File: config.mk
export PLATFORM = sky130hd
export DESIGN_NAME = tv80_mcycle_seq
export DESIGN_NICKNAME = d
export VERILOG_FILES = /design/src/rtl/tv80_mcycle_seq.sv
export SDC_FILE = /design/constraint.sdc
export NUM_CORES = 1
export LEC_CHECK = 0
export CAP_MARGIN = 25
export CORE_ASPECT_RATIO = 0.75
export CORE_MARGIN = 5
export CORE_UTILIZATION = 50
export CTS_CLUSTER_DIAMETER = 30
export DETAILED_ROUTE_END_ITERATION = 10
export MAX_ROUTING_LAYER = met4
export PLACE_DENSITY = 0.79
export SLEW_MARGIN = 20
export SYNTH_ARGS = -nofsm -noshare
export SYNTH_HDL_FRONTEND = slang
export SYNTH_SLANG_ARGS = --single-unit
export TNS_END_PERCENT = 50
File: constraint.sdc
create_clock -name clk -period 3.2 [get_ports clk]
set_input_delay 0.64 -clock clk [delete_from_list [all_inputs] [get_ports clk]]
set_output_delay 0.64 -clock clk [all_outputs]
set_load 0.02 [all_outputs]
File: src/rtl/tv80_mcycle_seq.sv
// Machine-cycle / T-state sequencer for the TV80 core: one-hot M/T vectors,
// count latching with clamping, WAIT_n and automatic I/O wait states, clock enable.
module tv80_mcycle_seq #(
  parameter int MAX_MCYCLES = 7,
  parameter int MAX_TSTATES = 7,
  parameter int IO_WAITS    = 1
) (
  input  logic                   clk,
  input  logic                   reset,
  input  logic                   cen,
  input  logic                   wait_n,
  input  logic [2:0]             mcycles_in,
  input  logic [2:0]             tstates_in,
  input  logic                   iorq_in,
  output logic [MAX_MCYCLES-1:0] mcycle,
  output logic [MAX_TSTATES-1:0] tstate,
  output logic                   last_tstate,
  output logic                   last_mcycle,
  output logic                   new_instr,
  output logic                   wait_active
);

  localparam logic [2:0] M_MAX   = 3'(MAX_MCYCLES);
  localparam logic [2:0] T_MAX   = 3'(MAX_TSTATES);
  localparam logic [2:0] T_MIN   = 3'd3;
  localparam logic [1:0] IO_LOAD = 2'(IO_WAITS);

  logic [MAX_MCYCLES-1:0] mcycle_q, mcycle_d;
  logic [MAX_TSTATES-1:0] tstate_q, tstate_d;
  logic [2:0]             t_cnt_q, t_cnt_d;
  logic [2:0]             m_cnt_q, m_cnt_d;
  logic [1:0]             io_cnt_q, io_cnt_d;
  logic                   new_instr_q, new_instr_d;

  logic [2:0] m_idx, t_idx;
  logic [2:0] mc_live, tc_live, m_target;
  logic       in_t1, in_t2, stall;

  // Convert the one-hot vectors to 1-based indices.
  always_comb begin
    m_idx = '0;
    t_idx = '0;
    for (int i = 0; i < MAX_MCYCLES; i++)
      if (mcycle_q[i]) m_idx = 3'(i + 1);
    for (int i = 0; i < MAX_TSTATES; i++)
      if (tstate_q[i]) t_idx = 3'(i + 1);
  end

  always_comb begin
    mc_live = (mcycles_in == 3'd0) ? 3'd1 :
              (mcycles_in > M_MAX) ? M_MAX : mcycles_in;
    tc_live = (tstates_in < T_MIN) ? T_MIN :
              (tstates_in > T_MAX) ? T_MAX : tstates_in;

    in_t1 = tstate_q[0];
    in_t2 = tstate_q[1];

    // Counts are not latched until T2 is left, so T1/T2 look at the decoder directly.
    m_target    = (in_t1 || in_t2) ? mc_live : m_cnt_q;
    last_tstate = !in_t1 && !in_t2 && (t_idx == t_cnt_q);
    // >= keeps mcycle one-hot even if the decoder shrinks the count mid-instruction.
    last_mcycle = (m_idx >= m_target);

    stall       = in_t2 && ((io_cnt_q != 2'd0) || !wait_n);
    wait_active = stall;
  end

  always_comb begin
    // NOTE: every combinational output gets a default first so no path infers a latch.
    mcycle_d    = mcycle_q;
    tstate_d    = tstate_q;
    t_cnt_d     = t_cnt_q;
    m_cnt_d     = m_cnt_q;
    io_cnt_d    = io_cnt_q;
    new_instr_d = 1'b0;

    if (in_t1) begin
      tstate_d = {tstate_q[MAX_TSTATES-2:0], 1'b0};
      if (!mcycle_q[0] && iorq_in) io_cnt_d = IO_LOAD;
    end else if (in_t2) begin
      if (io_cnt_q != 2'd0) io_cnt_d = io_cnt_q - 2'd1;
      if (!stall) begin
        tstate_d = {tstate_q[MAX_TSTATES-2:0], 1'b0};
        t_cnt_d  = tc_live;
        m_cnt_d  = mc_live;
      end
    end else if (last_tstate) begin
      tstate_d = MAX_TSTATES'(1);
      if (last_mcycle) begin
        mcycle_d    = MAX_MCYCLES'(1);
        new_instr_d = 1'b1;
      end else begin
        mcycle_d = {mcycle_q[MAX_MCYCLES-2:0], 1'b0};
      end
    end else begin
      tstate_d = {tstate_q[MAX_TSTATES-2:0], 1'b0};
    end
  end

  // NOTE: sequential state uses non-blocking assignments so all registers update together.
  always_ff @(posedge clk or posedge reset) begin
    if (reset) begin
      mcycle_q    <= MAX_MCYCLES'(1);
      tstate_q    <= MAX_TSTATES'(1);
      t_cnt_q     <= 3'd3;
      m_cnt_q     <= 3'd3;
      io_cnt_q    <= 2'd0;
      new_instr_q <= 1'b0;
    end else if (cen) begin
      mcycle_q    <= mcycle_d;
      tstate_q    <= tstate_d;
      t_cnt_q     <= t_cnt_d;
      m_cnt_q     <= m_cnt_d;
      io_cnt_q    <= io_cnt_d;
      new_instr_q <= new_instr_d;
    end
  end

  assign mcycle    = mcycle_q;
  assign tstate    = tstate_q;
  assign new_instr = new_instr_q;

endmodule

After elaboration in Yosys (flattened, before gate mapping)
Index checks and enable logic that the tools add are counted.
- output and inout bits: 18
- register bits after elaboration: 23
- bitwise operators: 3
- reduce and logical (&&, ||, !) cells: 18
- add/subtract/negate cells: 1
- muxes and demuxes: 32
- $lt $le $gt $ge: 4
- equal/unequal tests: 3
- operator list (cell ; count):
    $mux 3 ; 17
    $mux 7 ; 5
    $reduce_and 4->1 ; 3
    $mux 2 ; 4
    $gt 3x3->1 const B ; 2
    $mux 1 ; 6
    $reduce_bool 2->1 ; 3
    $logic_and 1x1->1 ; 4
    $logic_not 1->1 ; 4
    $eq 3x3->1 ; 1
    $ge 3x3->1 ; 1
    $logic_not 3->1 ; 1
    $lt 3x2->1 const B ; 1
    $ne 3x3->1 const B ; 1
    $not 1->1 ; 3
    $logic_or 1x1->1 ; 2
    $ne 2x1->1 const B ; 1
    $reduce_and 2->1 ; 1
    $sub 2x1->2 const B ; 1

Longest topological paths before layout
- depth after elaboration: 12
- depth in mapped cells: 11
- gate-level depth less buffers: 11

Worst setup path before layout
OpenSTA, ideal clock, no wires.
- path kind: reg2out
- start point: reg tstate_q[0], in the netlist tstate[0]
- end point: out last_mcycle
- data arrival time: 2.275 ns
- slack: 0.285 ns
- data required time: 2.560 ns
- cell stages (with the launch flop): 10
- cell sequence: dfstp_2 -> clkbuf_1 -> nor2_1 -> nor3_1 -> nor2_1 -> ha_1 -> nand2b_1 -> a21o_1 -> a21oi_1 -> inv_1
- longest elaborated chain between the ends: 3
- ends and longest elaborated chain (what ; RTL line ; text):
    start: declaration ; 29 ; logic [MAX_TSTATES-1:0] tstate_q, tstate_d;
    start signal: assignment ; 111 ; tstate_q <= tstate_d;
    $logic_or 1x1->1 ; 59 ; m_target = (in_t1 || in_t2) ? mc_live : m_cnt_q;
    $mux 3 ; 59 ;
    $ge 3x3->1 ; 62 ; last_mcycle = (m_idx >= m_target);
    end: declaration ; 18 ; output logic last_mcycle,
Every way passes these cells.

Worst setup path after layout
- start point: reg tstate_q[0], in the netlist tstate[0]
- end point: out last_tstate
- longest elaborated chain between the ends: 9
- elaborated cells between the ends (all ways): 11
- those cells by class: 1 x eq/ne; 7 x mux; 3 x reduce/logical
- ends and longest elaborated chain (what ; RTL line ; text):
    $mux 1 ; 46 ; if (tstate_q[i]) t_idx = 3'(i + 1);
    $mux 3 (6 in a row) ; 46 ;
    $eq 3x3->1 ; 60 ; last_tstate = !in_t1 && !in_t2 && (t_idx == t_cnt_q);
    $logic_and 1x1->1 (*) ; 60 ;
    end: declaration ; 17 ; output logic last_tstate,
Every way passes the cells marked *; elsewhere a longest branch is shown, timed or not.

==> impl_metrics.yaml <==
die:
  die_w_um: 69.5
  design.die.area_um2: 3790
  num_io_pins: 29
  initial_core_util_pct: 51.4
  row_count: 16
  placeableCoreArea_um2: 2580
  chipHeight_um: 54.6
global_routing:
  grt_usage_pct: 16.2
  grt-ovfl-total: 0
  antenna_found_initial: 0
  grt_max_degree: 24
  grt_pass1_vias: 1083
  grt_pass1_wl_um: 4640
power:
  swShare_pct: 44.1
  ir_drop_mv: 0.544
  p_clk_share_pct: 7.8
  p_leak_nw: 0.787
  total_power_mw: 1.82
  switchingPower_uw: 805
  combPwrFrac_pct: 60.1
  powerDensity_nw_per_um2: 1070
  intPower_mw: 1.02
  pwr-share-seq_pct: 32.1
setup_path:
  critPathSlowestCell: "clkdlybuf4s50_1"
  path_cells: "buf_4 > nor2b_2 > o311a_4 > o311ai_4 > and3_1 > clkdlybuf4s50_1"
  crit_path_end_kind: "primary output"
  crit_family: "buffers and inverters"
  slowest_delay_ns: 0.62
  path_class: "reg -> out"
  cp_num_buf_inv: 2
  crit_fanout: 11
  r2r_setup_slack_ns: 0.98
  cp.required_ns: 2.56
  cp-start-kind: "register"
  crit_arrival_ns: 2.49
timing:
  fin_crit_ns: 3.13
  tightest_slew_ns: 0.878
  slew_headroom_pct: 41.4
  skew_ns: 0.00561
  hold_slack_ns: 0.499
  fmax_mhz: 320
  setup_viol: 0
  drv_slew: 0
  tns_ns: 0
  hold_violations: 0
  worst_slack_ns: 0.0731
  period_share_pct: 97.7
  rsz0062_at_grt: "false"
clock_network:
  clk_pin_slew_ns: 0.13
  clk_path_buf_depth: 2
  tritoncts: "built"
  post_cts_resize_count: 2
  cts_root_buf: "clkbuf_4"
  numClockSinks: 23
  h-tree-depth: 1
  ctsHoldBuffers: 0
  post_cts_buffers: 0
  numCtsBuffers: 3
  clk_latency_ns: 0.32
routing:
  num_vias: 1092
  postRouteAntennaNets: 0
  drc: 0
  wl_per_cell_um: 13.9
  first_iter_violations: 62
  dr.pass1.iters: 5
  routed_wl_um: 2890
  routed_via_density: 5.25
final_layout:
  instances_no_fill: 208
  area_delta_synth_final_pct: 28.9
  fin_nets: 188
  fin_area_um2: 1710
  n_antenna_cell: 0
  fin_util_pct: 66.2
  drive_gt1_share_pct: 17.4
hold_path:
  hold_class: "reg -> reg"
yosys:
  synth_edf_count: 0
  yosysUniqueCellTypes: 35
  seq_area_frac_synth_pct: 44.0
  ys_warn_count: 0
  syn_inst: 137
  syn_avg_cell_area_um2: 9.68
  syn_area_um2: 1330
  netlist_top_cells_area: "dfrtp_1, dfstp_2, mux2i_1"
  synthTopCellsByCount: "dfrtp_1, inv_1, nor2_1, nand2_1, a21oi_1"
  ys_ff_latch: 23
  synth_nets: 152
  async_flop_share_pct: 100
  ys.flop_type: "dfrtp_1"
  yosys.area.top_type_share_pct: 32.1
  yosysMostFrequentCell: "dfrtp_1"
  synth_top_cell_by_area: "dfrtp_1"
place:
  dp_hpwl_um: 2150
  io_buffers: 28
  place_congestion: 0.852
  place_inst: 204
  place_ws_ns: -0.227
  placed_area_um2: 1680
outcome:
  status: "finished, final reports clean"
flow_run:
  max-cap-violations: 0
worst register-to-register path: stages (launching register included):
cell and delay, ns:
dfstp_2 0.59, a21oi_1 0.08, o21ai_0 0.17, a21oi_1 0.10, ha_1 0.29, nand2b_1 0.14, a21o_1 0.18, a21oi_2 0.16
inv_1 0.07, buf_4 0.14, mux2_4 0.26
layout by cell type, fill, tap and decap left out, types with 3 or more instances in the layout:
cell             count
o21ai_0              5
mux2i_1              7
mux2_2               3
dfrtp_1             17
and3_1               4
buf_4                8
nand3_1              3
dfstp_2              6
a21oi_1              8
clkbuf_4             3
nor3_1               3
clkdlybuf4s50_1     27
inv_1               16
o31ai_1              5
nor2_1              15
nand2_1             11
ha_1                 4
flip-flops by register name, indices dropped and copies added (netlist names):
signal     count
io_cnt_q       2
m_cnt_q        3
mcycle         7
new_instr      1
t_cnt_q        3
tstate         7
final timing paths:
kind                        startpoint     endpoint  cells after the start
max reg2reg                  mcycle[0]    mcycle[0]                     10
max                          tstate[0]  last_tstate                      6
min in group asynchronous        reset   t_cnt_q[2]                      2
max in group asynchronous        reset    mcycle[1]                      2
min                        io_cnt_q[1]  io_cnt_q[1]                      2
min reg2reg                io_cnt_q[1]  io_cnt_q[1]                      2
power groups by stage:
stage / clock, mW / sequential [mW] / combinational, mW
after global routing: 0.153 / 0.609 / 1.19
final: 0.142 / 0.586 / 1.10
after detailed placement: 0 / 0.593 / 1.10
after CTS: 0.145 / 0.588 / 1.11
after floorplan: 0 / 0.662 / 0.627
after global placement: 0 / 0.583 / 1.08
routing by layer:
metal  track usage [%]  share of wire (%)  wire length, um  vias up
met5                 -                  0                0        -
met3              4.59                4.0              116        5
met4              3.57               0.87               25        0
li1                  -                  -                -      541
met1              18.3                 48             1400      522
met2              29.4                 47             1350       24
final cells by class:
cell class                      instances  area (um2)
Timing Repair Buffer                   36         335
Fill cell                             213         873
Multi-Input combinational cell         93         659
Tap cell                               36        45.0
Inverter                               16        60.1
Sequential cell                        23         583
Clock buffer                            4        26.3
cells by family after synthesis:
family / after synthesis / synth area share, %
adders and majority gates: 4 / 3.77
AOI/OAI and AO/OA: 29 / 15.8
muxes: 12 / 10.1
and+or+nand+nor: 46 / 18.4
buffers and inverters: 21 / 6.60
DFF: 23 / 44.0
xor gates and xnor gates: 2 / 1.32
(Power assumes the default switching activity.)
